### src/rtl/serial_nibble_compare.sv
// Serial wide-word magnitude comparator: consumes MSB-first nibble pairs and
// emits one 3-bit cascade result (100 A>B, 010 A<B, 001 A=B) per word.
module serial_nibble_compare #(
  parameter int NIBBLES = 4,
  parameter int CW      = 4
) (
  input  logic          iClk,
  input  logic          iRst,
  input  logic [3:0]    iData_a,
  input  logic [3:0]    iData_b,
  input  logic [2:0]    iData,
  input  logic          iValid,
  output logic          oReady,
  output logic [2:0]    oData,
  output logic          oValid,
  input  logic          iReady,
  output logic [CW-1:0] oNibbleCnt
);

  typedef enum logic {COLLECT = 1'b0, DONE = 1'b1} state_t;

  localparam logic [CW-1:0] LAST_CNT = CW'(NIBBLES - 1);

  state_t        state_q, state_d;
  logic [CW-1:0] cnt_q, cnt_d;
  logic          decided_q, decided_d;
  logic [2:0]    res_q, res_d;
  logic [2:0]    data_q, data_d;
  logic          valid_q, valid_d;
  logic          ready_q, ready_d;

  logic          cur_dec;
  logic [2:0]    cur_res;

  // Any seed that is not a legal one-hot cascade code degrades to "equal".
  function automatic logic [2:0] clean_seed(input logic [2:0] s);
    case (s)
      3'b100, 3'b010, 3'b001: return s;
      default:                return 3'b001;
    endcase
  endfunction

  always_comb begin
    state_d   = state_q;
    cnt_d     = cnt_q;
    decided_d = decided_q;
    res_d     = res_q;
    data_d    = data_q;
    valid_d   = valid_q;
    ready_d   = ready_q;
    cur_dec   = decided_q;
    cur_res   = res_q;

    case (state_q)
      COLLECT: begin
        if (iValid) begin
          // The first nibble of a word restarts from the seed, undecided.
          if (cnt_q == '0) begin
            cur_dec = 1'b0;
            cur_res = clean_seed(iData);
          end
          if (!cur_dec) begin
            if (iData_a > iData_b) begin
              cur_res = 3'b100;
              cur_dec = 1'b1;
            end else if (iData_a < iData_b) begin
              cur_res = 3'b010;
              cur_dec = 1'b1;
            end
          end
          res_d     = cur_res;
          decided_d = cur_dec;
          if (cnt_q == LAST_CNT) begin
            cnt_d   = '0;
            data_d  = cur_res;
            valid_d = 1'b1;
            ready_d = 1'b0;
            state_d = DONE;
          end else begin
            cnt_d = cnt_q + CW'(1);
          end
        end
      end
      DONE: begin
        if (iReady) begin
          valid_d = 1'b0;
          ready_d = 1'b1;
          state_d = COLLECT;
        end
      end
      default: state_d = COLLECT;
    endcase
  end

  always_ff @(posedge iClk) begin
    if (iRst) begin
      state_q   <= COLLECT;
      cnt_q     <= '0;
      decided_q <= 1'b0;
      res_q     <= 3'b001;
      data_q    <= 3'b000;
      valid_q   <= 1'b0;
      ready_q   <= 1'b1;
    end else begin
      state_q   <= state_d;
      cnt_q     <= cnt_d;
      decided_q <= decided_d;
      res_q     <= res_d;
      data_q    <= data_d;
      valid_q   <= valid_d;
      ready_q   <= ready_d;
    end
  end

  assign oReady     = ready_q;
  assign oValid     = valid_q;
  assign oData      = data_q;
  assign oNibbleCnt = cnt_q;

endmodule
### config.mk
export PLATFORM = sky130hd
export DESIGN_NAME = serial_nibble_compare
export DESIGN_NICKNAME = d
export VERILOG_FILES = /design/src/rtl/serial_nibble_compare.sv
export SDC_FILE = /design/constraint.sdc
export NUM_CORES = 1
export LEC_CHECK = 0
export CORE_MARGIN = 1.5
export CORE_UTILIZATION = 49
export DETAILED_ROUTE_END_ITERATION = 8
export MAX_ROUTING_LAYER = met4
export PLACE_DENSITY = 0.82
export SLEW_MARGIN = 20
export SYNTH_ARGS = -nofsm -noshare
export SYNTH_HDL_FRONTEND = slang
export SYNTH_SLANG_ARGS = --single-unit
### constraint.sdc
create_clock -name iClk -period 2.8 [get_ports iClk]
set_input_delay 0.56 -clock iClk [delete_from_list [all_inputs] [get_ports iClk]]
set_output_delay 0.56 -clock iClk [all_outputs]
set_load 0.1 [all_outputs]
Yosys cells after proc, flatten, opt, wreduce, memory -nomap -nowiden
Cells that the tools add are included.
- word-level logic and storage cells: 47
- bits in registers: 14
- reduce and logical (&&, ||, !) cells: 5
- bitwise gates (word level): 1
- add/sub/neg operators: 1
- muxes and demuxes: 24
- eq/ne operators: 7
- order comparisons: 2
- operators with widths (cell ; number):
    $mux 1 ; 15
    $mux 3 ; 5
    $ne 2x2->1 const B ; 3
    $pmux 1 s2 ; 3
    $reduce_and 3->1 ; 2
    $add 4x1->4 const B ; 1
    $eq 4x2->1 const B ; 1
    $gt 4x4->1 ; 1
    $logic_not 4->1 ; 1
    $lt 4x4->1 ; 1
    $mux 4 ; 1
    $eq 3x1->1 const B ; 1
    $eq 3x2->1 const B ; 1
    $eq 3x3->1 const B ; 1
    $reduce_or 3->1 ; 1
    $reduce_and 2->1 ; 1
    $not 1->1 ; 1

Depth between registers and ports, before layout
- depth after elaboration: 7
- gate-level depth with buffers: 6

Worst setup path before layout
Ideal clock, no wire load.
- path type: register -> register
- start point: register cnt_q[0], in the netlist oNibbleCnt[0]
- end point: register res_q[2]
- path slack: 0.676 ns
- path buffers: 0
- required time: 2.704 ns
- arrival: 2.028 ns
- clock period less this slack: 2.124 ns
- cell stages (with the launch flop): 6
- path through: dfxtp_1 -> inv_1 -> ha_1 -> nor3b_4 -> o211a_1 -> o41ai_2
- word-level cells in the longest chain between the ends: 5
- elaborated cells between the ends (all ways): 8
- classes of those cells: mux: 7; reduce/logical: 1
- RTL lines (what ; line ; text):
    start, declared ; 25 ; logic [CW-1:0] cnt_q, cnt_d;
    start signal, assigned ; 106 ; cnt_q <= cnt_d;
    $logic_not 4->1 * ; 58 ; if (cnt_q == '0) begin
    $mux 3 or $mux 1 (tied branches) ; 58 ;
    $mux 3 or $mux 1 (tied branches) ; 66, 56 ;
    $mux 3 or $mux 1 (tied branches) ; 63, 54 ;
    $mux 3 * ; 62 ; if (!cur_dec) begin
    end signal, assigned ; 108 ; res_q <= res_d;
    end, declared ; 27 ; logic [2:0] res_q, res_d;
Mark *: on every way between the ends. The rest lies on a longest branch, timed or not. The select of a mux whose other input is x is not followed.
A chain may end at the register's enable or synchronous reset.

Worst setup path in the final report
- start point: input port iData_b[3]
- end point: register res_q[0]
- word-level cells in the longest chain between the ends: 4
- elaborated cells between the ends (all ways): 5
- classes of those cells: order compare: 2; mux: 3
- RTL lines (what ; line ; text):
    start, declared ; 10 ; input logic [3:0] iData_b,
    $lt 4x4->1 ; 66 ; end else if (iData_a < iData_b) begin
    $mux 3 ; 66 ;
    $mux 3 * ; 63 ; if (iData_a > iData_b) begin
    $mux 3 * ; 62 ;
Mark *: on every way between the ends. The rest lies on a longest branch, timed or not.

==> metrics.csv <==
metric,value,unit
clk sinks,14,
Post-Place Cells,129,
nets,139,
part of the cycle the worst path needs,71.67,%
final clock skew,0.002718,ns
Die X,44.18,um
Final Core Density,70.05,%
GRT Total Usage,20.16,%
worst slew pin tran,0.5203,ns
Worst VDD drop,0.0003126,V
hold depth,2,
Post-Layout Cell Count,133,
Gate power share,27.3,%
GR Overflow Total,0,
CP Capture Type,flop,
TNS Setup,0,ns
worst-skew pair later-pin latency,0.28,ns
highest routed layer,met4,
crit-path max FO,4,
CP bufs+invs,2,
most frequent cells in the layout,"dfxtp_1 (14), clkdlybuf4s50_1 (14), nand2_1 (10), a21oi_1 (10)",
RSZ-0062 raised after global routing,no,
min Tclk post-route,2.007,ns
die area,1951,sq um
DR vias/cell,5.729,
slowest CP cell,clkdlybuf4s50_1,
layout cells sized above 1,18.80,%
I/O Pins,24,
Sw Share,31.25,%
"Arr. time, crit path",2.20,ns
PostCTS Resize Cnt,0,
cell family with most CP delay,compound AO/OA/AOI/OAI gates,
register bit total from synthesis,14,
HP Class,flop to flop,
Critical Path Start,iData_b[3],
"Reg clk slew, reported paths",0.09,ns
kind of critical path,input pin to flop,
max-cap viol count,0,
startpoint types,input pin,
PwrDens,464.6,nW/um^2
worst reg2reg path depth,6,
"reg-to-reg slack, setup",1.27,ns
CTS tree,done,
ANT cells,0,
maximum clock insertion buffer count,2,
Crit path depth,7,
PortBufs,23,
DP Wirelength,1315,um
Synthesis Warnings,0,
largest net degree at the start of global routing,17,
Pleak,0.4563,nW
# DRC,0,
number of DRC markers in iteration 0,31,
Final Cell Area,1080,sq um
Critical Path End,res_q[0],
post-route ant nets,0,
status,finished clean,
NetSw,0.1568,mW
"slowest stage delay, CP",0.46,ns
total CTS buffers,3,
post-synthesis cell count,92,
Clk pwr share,29.5,%
register area share after synthesis,33.73,%
synthesized net count,113,
vias in the first global route,666,
starting density of the core,53.90,%
Pwr Total,0.5016,mW
Reg-to-Reg End,res_q[1],
Int Power,0.3449,mW
WL/cell,12.50,um
Die Ht,44.18,um
DR WL met3,77,um
worst endpoint required time,2.99,ns
Max Slew Vio Count,0,
Core Box Area,1541,sq um
hold_buf cts,0,
fmax,0.4983,GHz
RePlAce Congestion,0.7643,
first-pass GRT wire length,2856,um
worst reg2reg path startpoint,oNibbleCnt[0],
clk root buf,clkbuf_4,
area of the mapped netlist,830.8,sq um
Yosys cell types,35,
cell row count,14,
Area Growth Syn to Fin,29.97,%
routed wire length on met2,784,um
htree depth,1,
final WL,1662,um
Seq pwr share,43.2,%
DRT met1 WL,782,um
Syn Area/Cell,9.030,sq um
crit-path most repeated cell,a21oi_1,
final setup violation count,0,
Vias,762,
antenna violations before repair,0,
worst-path cell chain,clkdlybuf4s50_1 > inv_1 > ha_1 > a21oi_1 > a311oi_1 > a21oi_1 > o31ai_1,
Hold Fails Final Rpt,0,
Post-CTS Setup Bufs,0,
worst slew margin relative to its limit,65.21,%
Area after DPL,1044,sq um
first-pass iteration count of the detailed router,4,
per-layer routing:
layer,GRT usage (%),vias to the layer above
li1,-,385
met1,26.52,355
met2,30.88,20
met3,3.673,2
met4,7.273,0
met5,-,-
how the worst min path moves through the flow:
stage	startpoint	endpoint	slack, ns
6_report	oValid	oValid	0.47
5_1_grt	oValid	oValid	0.51
4_1_cts	oValid	oValid	0.47
3_5_place_dp	oValid	oValid	0.46
3_3_place_gp	oValid	oValid	0.45
2_1_floorplan	res_q[0]	res_q[0]	0.44
cells by family after synthesis:
kind of cell	after synthesis	share of synthesized area, %
fa+ha+maj	6	9.036
compound gates	27	24.70
flops	14	33.74
buf+inv	11	5.873
xor+xnor	3	3.163
simple gates	31	23.50
Yosys cell counts (all sizes together):
library cell  instances  area share, %
or2b                  1           0.90
nand3                 1            2.1
nor3                  3            1.8
o41ai                 2            3.0
nand4                 2            1.5
a21oi                10            6.0
nor2b                 1            1.1
ha                    6            9.0
inv                   9            4.1
nand2b                2            1.5
or2                   1            1.1
clkbuf                1           0.45
o21ba                 1            1.2
a22o                  1            1.2
o211a                 1            1.2
nand4b                1            1.1
nand2                10            4.5
nor2                  4            2.1
a22oi                 1           0.90
a221o                 1            1.2
nor3b                 1            2.3
xnor2                 2            2.1
xor2                  1            1.1
buf                   1            1.4
o21bai                1           0.90
o31ai                 4            4.2
a311oi                2            2.1
o21a                  1           0.90
a211oi                1           0.90
a21o                  1           0.90
nand3b                4            3.6
dfxtp                14             34
layout make-up:
cell class	count	area, sq um
fillers	127	461.7
repair buffers	23	207.7
inverters	9	33.78
multi-input cells	67	501.7
clock buffers	4	36.28
flip-flops and latches	14	280.3
well taps	16	20.02
through the flow:
stage               hold WS (ns)  setup slack (ns)
CTS                       0.4724            0.8042
floorplan                 0.4395            0.6763
detailed placement        0.4597            0.4788
finish                    0.4652            0.7932
global route              0.5094            0.6003
global placement          0.4473            0.5532
sequential cells by signal, summed over array words and instances (netlist names):
register,cells
decided_q,1
oData,3
oNibbleCnt,4
oReady,1
oValid,1
res_q,3
state_q,1
power by group through the flow:
| stage | clock (mW) | combinational, mW | sequential, mW |
|---|---|---|---|
| floorplan | 0 | 0.0700 | 0.247 |
| global placement | 0 | 0.135 | 0.220 |
| detailed placement | 0 | 0.137 | 0.221 |
| CTS | 0.152 | 0.137 | 0.217 |
| global route | 0.158 | 0.151 | 0.218 |
| finish | 0.148 | 0.137 | 0.217 |
tightest hold or removal path: cells and delay by family (launching register included):
family,cells,cell delay [ns]
DFF,1,0.32
AOI/OAI and AO/OA,1,0.06
and+or+nand+nor,1,0.05
Power figures use the tool's default switching activity.
